File: config.mk
export PLATFORM = sky130hd
export DESIGN_NAME = dds_sweep_ctrl
export DESIGN_NICKNAME = d
export VERILOG_FILES = /design/src/rtl/dds_pkg.sv /design/src/rtl/dds_dwell_timer.sv /design/src/rtl/dds_sweep_ctrl.sv
export SDC_FILE = /design/constraint.sdc
export NUM_CORES = 1
export LEC_CHECK = 0
export CAP_MARGIN = 20
export CORE_MARGIN = 2
export CORE_UTILIZATION = 60
export DETAILED_ROUTE_END_ITERATION = 8
export PLACE_DENSITY = 0.86
export SYNTH_ARGS = -nofsm -noshare
export SYNTH_HDL_FRONTEND = slang
export SYNTH_SLANG_ARGS = --single-unit
File: constraint.sdc
create_clock -name clk -period 10.7 [get_ports clk]
set_clock_uncertainty 0.05 [all_clocks]
set_input_delay 3.21 -clock clk [delete_from_list [all_inputs] [get_ports clk]]
set_output_delay 3.21 -clock clk [all_outputs]
set_load 0.01 [all_outputs]
File: src/rtl/dds_pkg.sv
// dds_pkg -- shared definitions for the DDS frequency sweep controller.
//   FW_W_DEFAULT : default frequency control word width
//   PW_W_DEFAULT : default phase control word width
//   DW_W_DEFAULT : default dwell counter width
//   state_e      : sweep controller FSM states (IDLE, RUN, DONE)
package dds_pkg;

  localparam int FW_W_DEFAULT = 28;
  localparam int PW_W_DEFAULT = 12;
  localparam int DW_W_DEFAULT = 16;

  typedef enum logic [1:0] {
    ST_IDLE = 2'd0,
    ST_RUN  = 2'd1,
    ST_DONE = 2'd2
  } state_e;

endpackage

File: src/rtl/dds_dwell_timer.sv
// dds_dwell_timer -- per-point dwell counter for the sweep controller.
// Ports:
//   clk, rst  : clock and asynchronous active-high reset
//   load      : reload the counter for a new point (takes priority)
//   load_val  : dwell length in cycles, must be >= 1
//   en        : counter runs only while enabled (sweep active)
//   expire    : high during the final cycle of the current dwell
module dds_dwell_timer
  import dds_pkg::*;
#(
  parameter int DW_W = DW_W_DEFAULT
) (
  input  logic            clk,
  input  logic            rst,
  input  logic            load,
  input  logic [DW_W-1:0] load_val,
  input  logic            en,
  output logic            expire
);

  logic [DW_W-1:0] cnt_q;
  logic [DW_W-1:0] cnt_d;

  // Counter holds "cycles left after this one", so a dwell of N loads N-1
  // and expire fires on the Nth cycle of the point.
  always_comb begin
    cnt_d = cnt_q;
    if (load) begin
      cnt_d = load_val - 1'b1;
    end else if (en && (cnt_q != '0)) begin
      cnt_d = cnt_q - 1'b1;
    end
  end

  assign expire = en && (cnt_q == '0);

  always_ff @(posedge clk or posedge rst) begin
    if (rst) begin
      cnt_q <= '0;
    end else begin
      cnt_q <= cnt_d;
    end
  end

endmodule

File: src/rtl/dds_sweep_ctrl.sv
// dds_sweep_ctrl -- steps a DDS frequency word from f_start towards f_stop in
// f_step increments, holding each point for max(dwell,1) cycles.
// Ports:
//   clk, rst            : clock and asynchronous active-high reset
//   start, abort        : sweep request (IDLE only) and sweep termination
//   f_start/f_stop/f_step, dwell, pword_in : sweep setup, latched on start
//   fword, pword        : words driven to the DDS, held while idle
//   fword_vld           : one-cycle pulse per new sweep point
//   busy, done          : sweep active, and single-cycle completion pulse
// Build option: define SWEEP_LOOP_EN to restart at f_start after the last
// point forever (until abort); done then never pulses.
module dds_sweep_ctrl
  import dds_pkg::*;
#(
  parameter int FW_W = FW_W_DEFAULT,
  parameter int PW_W = PW_W_DEFAULT,
  parameter int DW_W = DW_W_DEFAULT
) (
  input  logic            clk,
  input  logic            rst,
  input  logic            start,
  input  logic            abort,
  input  logic [FW_W-1:0] f_start,
  input  logic [FW_W-1:0] f_stop,
  input  logic [FW_W-1:0] f_step,
  input  logic [DW_W-1:0] dwell,
  input  logic [PW_W-1:0] pword_in,
  output logic [FW_W-1:0] fword,
  output logic [PW_W-1:0] pword,
  output logic            fword_vld,
  output logic            busy,
  output logic            done
);

  state_e          state_q, state_d;
  logic [FW_W-1:0] fword_q, fword_d;
  logic [PW_W-1:0] pword_q, pword_d;
  logic            vld_q, vld_d;
  logic            busy_q, busy_d;
  logic            done_q, done_d;
  logic [FW_W-1:0] f_stop_q, f_stop_d;
  logic [FW_W-1:0] f_step_q, f_step_d;
  logic [DW_W-1:0] dwell_q, dwell_d;
  logic            up_q, up_d;
  logic            last_q, last_d;
`ifdef SWEEP_LOOP_EN
  logic [FW_W-1:0] f_start_q, f_start_d;
`endif

  logic            tmr_load;
  logic [DW_W-1:0] tmr_val;
  logic            tmr_expire;
  logic [DW_W-1:0] dwell_in_eff;
  logic [FW_W:0]   sum_ext;
  logic [FW_W:0]   diff_ext;
  logic            clamp;
  logic [FW_W-1:0] next_f;

  dds_dwell_timer #(.DW_W(DW_W)) u_dwell (
    .clk      (clk),
    .rst      (rst),
    .load     (tmr_load),
    .load_val (tmr_val),
    .en       (state_q == ST_RUN),
    .expire   (tmr_expire)
  );

  // Next-point arithmetic is one bit wider so a carry or borrow out of the
  // word counts as overshooting f_stop rather than wrapping around.
  always_comb begin
    dwell_in_eff = (dwell == '0) ? DW_W'(1) : dwell;
    sum_ext      = {1'b0, fword_q} + {1'b0, f_step_q};
    diff_ext     = {1'b0, fword_q} - {1'b0, f_step_q};
    if (up_q) begin
      clamp  = (sum_ext >= {1'b0, f_stop_q});
      next_f = sum_ext[FW_W-1:0];
    end else begin
      clamp  = diff_ext[FW_W] || (diff_ext[FW_W-1:0] <= f_stop_q);
      next_f = diff_ext[FW_W-1:0];
    end
    if (clamp) begin
      next_f = f_stop_q;
    end
  end

  // Sweep FSM: every new point reloads the dwell timer and pulses fword_vld;
  // abort has priority over everything in RUN and over start in IDLE.
  always_comb begin
    state_d  = state_q;
    fword_d  = fword_q;
    pword_d  = pword_q;
    vld_d    = 1'b0;
    f_stop_d = f_stop_q;
    f_step_d = f_step_q;
    dwell_d  = dwell_q;
    up_d     = up_q;
    last_d   = last_q;
    tmr_load = 1'b0;
    tmr_val  = dwell_q;
`ifdef SWEEP_LOOP_EN
    f_start_d = f_start_q;
`endif
    case (state_q)
      ST_IDLE: begin
        if (start && !abort) begin
          state_d  = ST_RUN;
          fword_d  = f_start;
          pword_d  = pword_in;
          vld_d    = 1'b1;
          f_stop_d = f_stop;
          f_step_d = f_step;
          dwell_d  = dwell_in_eff;
          up_d     = (f_stop >= f_start);
          last_d   = (f_step == '0) || (f_start == f_stop);
          tmr_load = 1'b1;
          tmr_val  = dwell_in_eff;
`ifdef SWEEP_LOOP_EN
          f_start_d = f_start;
`endif
        end
      end
      ST_RUN: begin
        if (abort) begin
          state_d = ST_IDLE;
        end else if (tmr_expire) begin
          if (last_q) begin
`ifdef SWEEP_LOOP_EN
            fword_d  = f_start_q;
            vld_d    = 1'b1;
            tmr_load = 1'b1;
            last_d   = (f_step_q == '0) || (f_start_q == f_stop_q);
`else
            state_d = ST_DONE;
`endif
          end else begin
            fword_d  = next_f;
            vld_d    = 1'b1;
            tmr_load = 1'b1;
            last_d   = clamp;
          end
        end
      end
      ST_DONE: begin
        state_d = ST_IDLE;
      end
      default: begin
        state_d = ST_IDLE;
      end
    endcase
    busy_d = (state_d == ST_RUN);
    done_d = (state_d == ST_DONE);
  end

  always_ff @(posedge clk or posedge rst) begin
    if (rst) begin
      state_q  <= ST_IDLE;
      fword_q  <= '0;
      pword_q  <= '0;
      vld_q    <= 1'b0;
      busy_q   <= 1'b0;
      done_q   <= 1'b0;
      f_stop_q <= '0;
      f_step_q <= '0;
      dwell_q  <= '0;
      up_q     <= 1'b0;
      last_q   <= 1'b0;
`ifdef SWEEP_LOOP_EN
      f_start_q <= '0;
`endif
    end else begin
      state_q  <= state_d;
      fword_q  <= fword_d;
      pword_q  <= pword_d;
      vld_q    <= vld_d;
      busy_q   <= busy_d;
      done_q   <= done_d;
      f_stop_q <= f_stop_d;
      f_step_q <= f_step_d;
      dwell_q  <= dwell_d;
      up_q     <= up_d;
      last_q   <= last_d;
`ifdef SWEEP_LOOP_EN
      f_start_q <= f_start_d;
`endif
    end
  end

  assign fword     = fword_q;
  assign pword     = pword_q;
  assign fword_vld = vld_q;
  assign busy      = busy_q;
  assign done      = done_q;

endmodule

==> parameters.txt <==
Parameter                              Value

Status
  Run status ... complete, no violations

Synthesis
  Ranking of synthesized cells by area ... dfrtp_1 (29%), ha_1 (15%), nand2_1 (6.0%), o21ai_0 (5.3%), a21oi_1 (4.9%)
  Sequential fraction of the synthesis area ... approximately 29%
  Post-synthesis async set-or-reset flop share ... 100.0%
  Seq cells post-synth ... 135
  Post-synth EDFFs ... 0
  Summed instance area of the synthesized netlist ... 0.01177 mm^2
  Share of the synthesized area in the top cell type ... around 29%
  Post-synthesis cell type count ... 84
  Leading area contributor after synthesis ... dfrtp_1
  Most used flip-flop cell after synthesis ... dfrtp_1
  Mapped Nets ... 1,725
  Syn Inst Count ... roughly 1,500
  Average cell area after synthesis ... between 8 and 9 um^2
  Synth Warn # ... 0

Setup path
  R2r startpoint ... fword[10]
  Crit Path Max Fanout ... 71
  Critical path's largest stage delay ... between 0.6 and 0.7 ns
  Element type at the critical path start ... primary input
  End of the worst register-to-register path ... fword[7]
  Critical-path top delay cell ... buf_4
  R2r setup slk ... about 4 ns
  Critical path data arrival time ... 7.07 ns
  CP required ... approximately 11 ns
  Stages on worst setup path ... 11
  End point of the critical path ... u_dwell.cnt_q[11]
  Kind of end point of the critical path ... flop
  Worst setup path category ... in2reg
  Critical-path cell list ... clkdlybuf4s50_1, nor4b_4, buf_4, mux2_2, or3_1, a21boi_0, and2_1, o21ai_0, mux2_2, a21oi_1, a21oi_1
  Worst R2R Path Depth ... 23
  Crit path launch ... abort
  Number of buffer and inverter stages on the critical path ... 2
  Cell family contributing the most delay on the critical path ... buffers and inverters

Run
  Max cap viols ... 0

Timing
  Setup TNS ... 0 ns
  Clock period minus final worst setup slack ... between 6 and 7 ns
  Hold violation total from the final report ... 0
  F_max ... between 0.1 and 0.15 GHz
  Setup repair after global routing missed its margin ... no
  Share of the cycle needed by the critical path after routing ... 63.76%
  Setup violations, final ... 0
  Slew at the pin closest to its max-slew limit ... approximately 1 ns
  Headroom to the max-slew limit ... around a third
  Worst-case hold slack ... 0.4320 ns
  Final-report max-slew violation count ... 0

Clocking
  TritonCTS buffer count ... 17
  Quantity of hold-fixing buffers added after cts ... 0
  Root Buffer ... clkbuf_16
  Post-CTS setup repair buffer count ... 0
  Number of sinks handled by clock tree synthesis ... approximately 140
  Clock slew at the register clock pins of the worst setup and hold paths ... about 0.07 ns
  Quantity of gates resized following cts ... 0
  Clk buf depth ... 2
  Clock insertion delay at the later pin of the skew report ... 0.44 ns
  Depth of the CTS H-tree ... 4
  Clock tree from TritonCTS ... done

Power
  Clock network power share ... a little over an eighth
  Logic gate share of total power ... between 60% and 70%
  Int Pwr ... 2.295 mW
  Share of total power consumed by net switching ... roughly half
  Highest ir drop seen on vdd ... around 0.16 mV
  Cell Pwr Density ... between 300 and 400 mW/mm^2
  Leakage power total ... about 6.3 nW
  NetSw ... ~2.3 mW
  Sequential power share ... a little under a fifth

Floorplan
  Initial Util ... slightly above 60%
  Core region area ... 0.01933 mm^2
  Die height ... 144.1 um
  Die outline area ... ~0.021 mm^2
  Count of boundary I/O pins ... approximately 160
  Number of core rows ... a little over 50
  Chip width ... roughly 140 um

Detailed routing
  First-pass detailed-route iteration total ... 6
  DRC violations left ... 0
  Number of DRC markers after the initial detailed-route iteration ... about 1,200
  Routed length per placed instance ... just under 20 um
  Via-per-instance ratio ... between 6 and 7
  Final wirelength ... ~37,000 um
  Overall via count from detail_route ... around 12,000
  Antenna Violating Nets Remaining ... 0

Finish
  Fraction of final layout cells with drive strength greater than 1 ... under 10%
  Layout Utilization ... 72.82%
  Cell area after layout ... roughly 0.014 mm^2
  Non-filler instance count after layout ... about 1,900
  Final net count ... around 1,800
  Antenna Cells ... 0
  Total of fill cells in the finished design ... roughly 1,500
  Synth-to-layout area growth ... 19.62%

Placement
  Quantity of I/O buffers inserted on ports ... ~160
  Instance count after placement with tap cells included ... between 1,500 and 2,000
  Area of placed instances ... 0.01349 mm^2
  HPWL reported at the end of detailed placement ... about 28,000 um
  Final weighted congestion in routability-driven placement ... around 0.94

Global route
  Via count of the first global-routing pass ... 11,260
  Pin count of the biggest net entering global routing ... just over 70
  GRT Total Usage ... 36.23%
  Number of antenna violations at the first check in global routing ... 0
  First-pass GRT wire length ... around 60,000 um
  Global-route congestion overflow total ... 0

Min path
  Class of the tightest hold or removal check ... reg2reg
==> metal layers <==
metal	global-route usage, %	routed length, um
met5	0	0
met4	13.62	1212
met3	6.854	3962
met2	56.79	16660
met1	49.91	15200
==> cell usage after synthesis (13+ instances only) <==
| library cell | n |
|---|---|
| a211oi_1 | 19 |
| a21o_1 | 21 |
| a21oi_1 | 116 |
| and3_1 | 13 |
| clkbuf_1 | 47 |
| dfrtp_1 | 135 |
| ha_1 | 141 |
| inv_1 | 116 |
| mux2i_1 | 20 |
| nand2_1 | 187 |
| nand3_1 | 28 |
| nand4_1 | 18 |
| nor2_1 | 121 |
| nor2b_1 | 19 |
| nor3_1 | 39 |
| nor4_1 | 20 |
| o21ai_0 | 124 |
| xnor2_1 | 57 |
==> area by class of cell <==
class / instances / area [um^2] / share of cell area, %
Inverter: 118 / 447.9 / 3.181
Multi-Input combinational cell: 1144 / 7657 / 54.39
Tap cell: 265 / 331.6 / 2.355
Timing Repair Buffer: 170 / 1672 / 11.87
Clock buffer: 18 / 429.2 / 3.048
Clock inverter: 14 / 163.9 / 1.164
Sequential cell: 135 / 3378 / 23.99
==> sequential cells by signal, summed over array words and instances (netlist names) <==
signal / flops
f_step_q: 28
f_stop_q: 28
fword: 28
dwell_q: 16
u_dwell.cnt_q: 16
pword: 12
state_q: 2
busy: 1
done: 1
fword_vld: 1
last_q: 1
up_q: 1
==> worst register-to-register path: cells and delay by family, from the launching register on <==
kind                       cells  cell delay, ns
adders and majority gates      2            0.80
xor gates and xnor gates       1            0.09
muxes                          1            0.26
DFF                            1            0.46
buffers and inverters          1            0.43
AOI/OAI and AO/OA             12            2.76
and+or+nand+nor                6            1.65
==> kinds of logic after synthesis <==
kind of cell | synth area share [%]
xor gates and xnor gates | 4.986
and+or+nand+nor | 19.54
DFF | 28.70
AOI/OAI and AO/OA | 22.26
adders and majority gates | 15.33
buffers and inverters | 6.431
muxes | 2.753
==> stage by stage <==
stage / power, mW / worst slack (ns)
3_5_place_dp: 3.797 / 3.526
4_1_cts: 4.460 / 3.945
3_3_place_gp: 3.723 / 3.581
5_1_grt: 4.881 / 3.516
6_report: 4.552 / 3.878
2_1_floorplan: 3.004 / 3.829
==> power groups by stage <==
stage / logic [mW] / clock network [mW] / registers (mW)
final: 3.12 / 0.609 / 0.825
after global routing: 3.41 / 0.629 / 0.839
after CTS: 3.04 / 0.608 / 0.815
after detailed placement: 2.98 / 0 / 0.821
after global placement: 2.91 / 0 / 0.817
after floorplan: 2.21 / 0 / 0.793
==> cells in the final DEF, fill, tap and decap left out, types with 20 or more instances in the layout <==
master           Yosys  final
nand2_1            187    187
clkdlybuf4s50_1      0    158
ha_1               141    141
dfrtp_1            135    135
o21ai_0            124    123
nor2_1             121    121
a21oi_1            116    116
inv_1              116    115
xnor2_1             57     57
nor3_1              39     39
nand3_1             28     28
a21o_1              21     21
nor4_1              20     20
mux2i_1             20     20
==> how the worst min path moves through the flow <==
stage                            from          end  slack, ns  cells past startpoint
after global placement    dwell_q[14]  dwell_q[14]       0.41                      2
final                        pword[1]     pword[1]       0.43                      2
after detailed placement  dwell_q[15]  dwell_q[15]       0.41                      2
after floorplan           dwell_q[15]  dwell_q[15]       0.39                      2
after CTS                    pword[1]     pword[1]       0.43                      2
after global routing         pword[1]     pword[1]       0.44                      2
Note: power is estimated with default switching activity, not from simulation.
==> RTL edit (config.mk and constraints unchanged) <==
Reset style: synchronous (`rst`), changed in 2 clocked blocks. Comments in the files are not updated.
--- a/src/rtl/dds_dwell_timer.sv
+++ b/src/rtl/dds_dwell_timer.sv
@@ -34,7 +34,7 @@
 
   assign expire = en && (cnt_q == '0);
 
-  always_ff @(posedge clk or posedge rst) begin
+  always_ff @(posedge clk) begin
     if (rst) begin
       cnt_q <= '0;
     end else begin
--- a/src/rtl/dds_sweep_ctrl.sv
+++ b/src/rtl/dds_sweep_ctrl.sv
@@ -151,7 +151,7 @@
     done_d = (state_d == ST_DONE);
   end
 
-  always_ff @(posedge clk or posedge rst) begin
+  always_ff @(posedge clk) begin
     if (rst) begin
       state_q  <= ST_IDLE;
       fword_q  <= '0;
Behaviour: differs if rst is asserted again (counterexample within 4 cycles, from zero or initial values and one cycle with rst high); with rst held inactive, the same outputs for 4 cycles.
==> RTL edit against the unedited design <==
- area after synthesis is 2.4% lower
- worst setup slack better by 0.28 ns
- non-clock buffer count stayed put
- sequential cell count stayed put
- cell area is 2.6% lower
- wire length is 0.16% higher
- global-route usage is 0.22 points lower
- synthesized cell count is 3.3% higher
- final cell count stayed put
- critical endpoint is now u_dwell.cnt_q[10]
Power is not compared: it rests on default switching activity, and its combinational part moved more than twofold at a synthesized area within 25%.
==> RTL edit: results (changes against the unedited design) <==
regToRegStartpoint: "fword[0]"  # was fword[10]
via_per_inst: 6.393  # was 6.298
grt_start_max_net_pins: 84  # was 72
rrSetupSlack_ns: 4.32  # was 4.10 ns
min_from: "pword[3]"  # was pword[1]
antenna_found_initial: 2  # was 0
tightest_slew_ns: 1.013  # was 1.002 ns
hpwl_mm: 27.84  # was 27.59 mm
ys_top_cells_by_area: "dfxtp_1 (24%), ha_1 (15%), nand2_1 (6.8%), a21oi_1 (6.5%), xnor2_1 (4.2%)"  # was dfrtp_1 (29%), ha_1 (15%), nand2_1 (6.0%), o21ai_0 (5.3%), a21oi_1 (4.9%)
numCtsBuffers: 17  # unchanged
timing.rr.end: "fword[23]"  # was fword[7]
clk_latency_ns: 0.44  # about the same
drt_iter0_markers: 962  # was 1212
hold_end: "pword[3]"  # was pword[1]
yosysSeqAreaShare_pct: 23.52  # was 28.70%
dp.cells: 1831  # was 1832
synth-edff-count: 0  # unchanged
cp_data_arrival_time_ns: 6.84  # was 7.07 ns
grt_pass1_wl_mm: 57.65  # was 58.36 mm
first_global_vias: 10997  # was 11257
async_flop_share_pct: 0  # was 100.0%
netlist_top_cells_count: "nand2_1 (207), a21oi_1 (150), ha_1 (141), dfxtp_1 (135), nor2_1 (126)"  # was nand2_1 (187), ha_1 (141), dfrtp_1 (135), o21ai_0 (124), nor2_1 (121)
grt_use_total_pct: 36.01  # was 36.23%
rr_worst_depth: 24  # was 23
multiInputGateArea_sq_um: 8005  # was 7657 sq um
n_fill_cell: 1483  # was 1498
place_area_sq_um: 13090  # was 13490 sq um
power.leakage_nw: 5.705
syn_inst: 1514  # was 1466
drt-pass1-iter-count: 7  # was 6
status: "completed"  # unchanged
layout-drive-gt1-share_pct: 4.908  # was 5.316%
synth_flop_cell: "dfxtp_1"  # was dfrtp_1
place_ws_ns: 3.745  # was 3.526 ns
ys_types: 79  # was 84
cts_root_buf: "clkbuf_16"  # unchanged
crit_fanout: 83  # was 71
drt-wirelength-per-cell_um: 19.90  # was 19.87 um
syn_nets: 1773  # was 1725
gp_congestion: 0.9431  # was 0.9430
## RTL edit: cell count changes after synthesis, sizes merged, moves of 9 or more
cell    unedited run  this run
o211ai             7        20
a21oi            117       152
o21ai            130        48
dfxtp              0       135
nor3              39        23
dfrtp            135         0
clkbuf            47        65
o31ai              7        20
nor4              21        30
nand2            187       208
a211oi            19        29
mux2i             20        33
## RTL edit: worst max path at each step
stage	start	end	slack, ns	cells after the start
after floorplan	start	u_dwell.cnt_q[10]	4.52	12
after global placement	start	u_dwell.cnt_q[10]	3.81	12
after detailed placement	start	u_dwell.cnt_q[10]	3.74	12
after CTS	start	u_dwell.cnt_q[10]	4.17	12
after global routing	start	u_dwell.cnt_q[15]	3.76	11
final	start	u_dwell.cnt_q[10]	4.16	12
## RTL edit: logic make-up (layout without fill, tap and decap cells)
group | Yosys count | count (layout) | synth area share, %
simple gates | 511 | 511 | 20.41
compound gates | 419 | 419 | 24.73
buf+inv | 199 | 315 | 7.000
fa+ha+maj | 143 | 143 | 15.70
flops | 135 | 135 | 23.52
xor+xnor | 68 | 68 | 5.182
mux | 39 | 39 | 3.462
## RTL edit: area by class of cell
| cell class | count | area share (%) |
|---|---|---|
| Sequential cell | 135 | 19.71 |
| Tap cell | 234 | 2.135 |
| Clock buffer | 17 | 3.102 |
| Multi-Input combinational cell | 1180 | 58.38 |
| Timing Repair Buffer | 170 | 12.26 |
| Inverter | 113 | 3.093 |
| Clock inverter | 15 | 1.314 |
## RTL edit: layer usage
layer / vias to the layer above / global-route usage [%] / part of all wire, %
li1: 5645 / - / -
met1: 5626 / 48.20 / 43
met2: 556 / 58.05 / 46
met3: 85 / 6.729 / 8.7
met4: 4 / 13.08 / 3.1
met5: - / 0 / 0.073
## RTL edit: critical path, stage by stage
cell	delay, ns
clkdlybuf4s50_1	0.46
nand2b_1	0.18
or3_4	0.24
buf_4	0.76
mux2i_1	0.41
nor2_1	0.08
a21oi_1	0.14
ha_1	0.26
o21ai_0	0.27
nor4b_1	0.42
xor2_1	0.11
a211oi_1	0.22
## RTL edit: through the flow
stage / total power, mW / hold WS (ns)
after floorplan: 1.103 / 0.3860
after global placement: 1.304 / 0.3928
after detailed placement: 1.321 / 0.3953
after CTS: 1.941 / 0.4054
after global routing: 2.051 / 0.4283
final: 1.960 / 0.4040
## RTL edit: power groups by stage
stage	Combinational, mW	Sequential, mW	Clock (mW)
3_3_place_gp	0.731	0.573	0
6_report	0.779	0.564	0.616
5_1_grt	0.846	0.567	0.638
2_1_floorplan	0.535	0.568	0
3_5_place_dp	0.747	0.574	0
4_1_cts	0.758	0.563	0.620
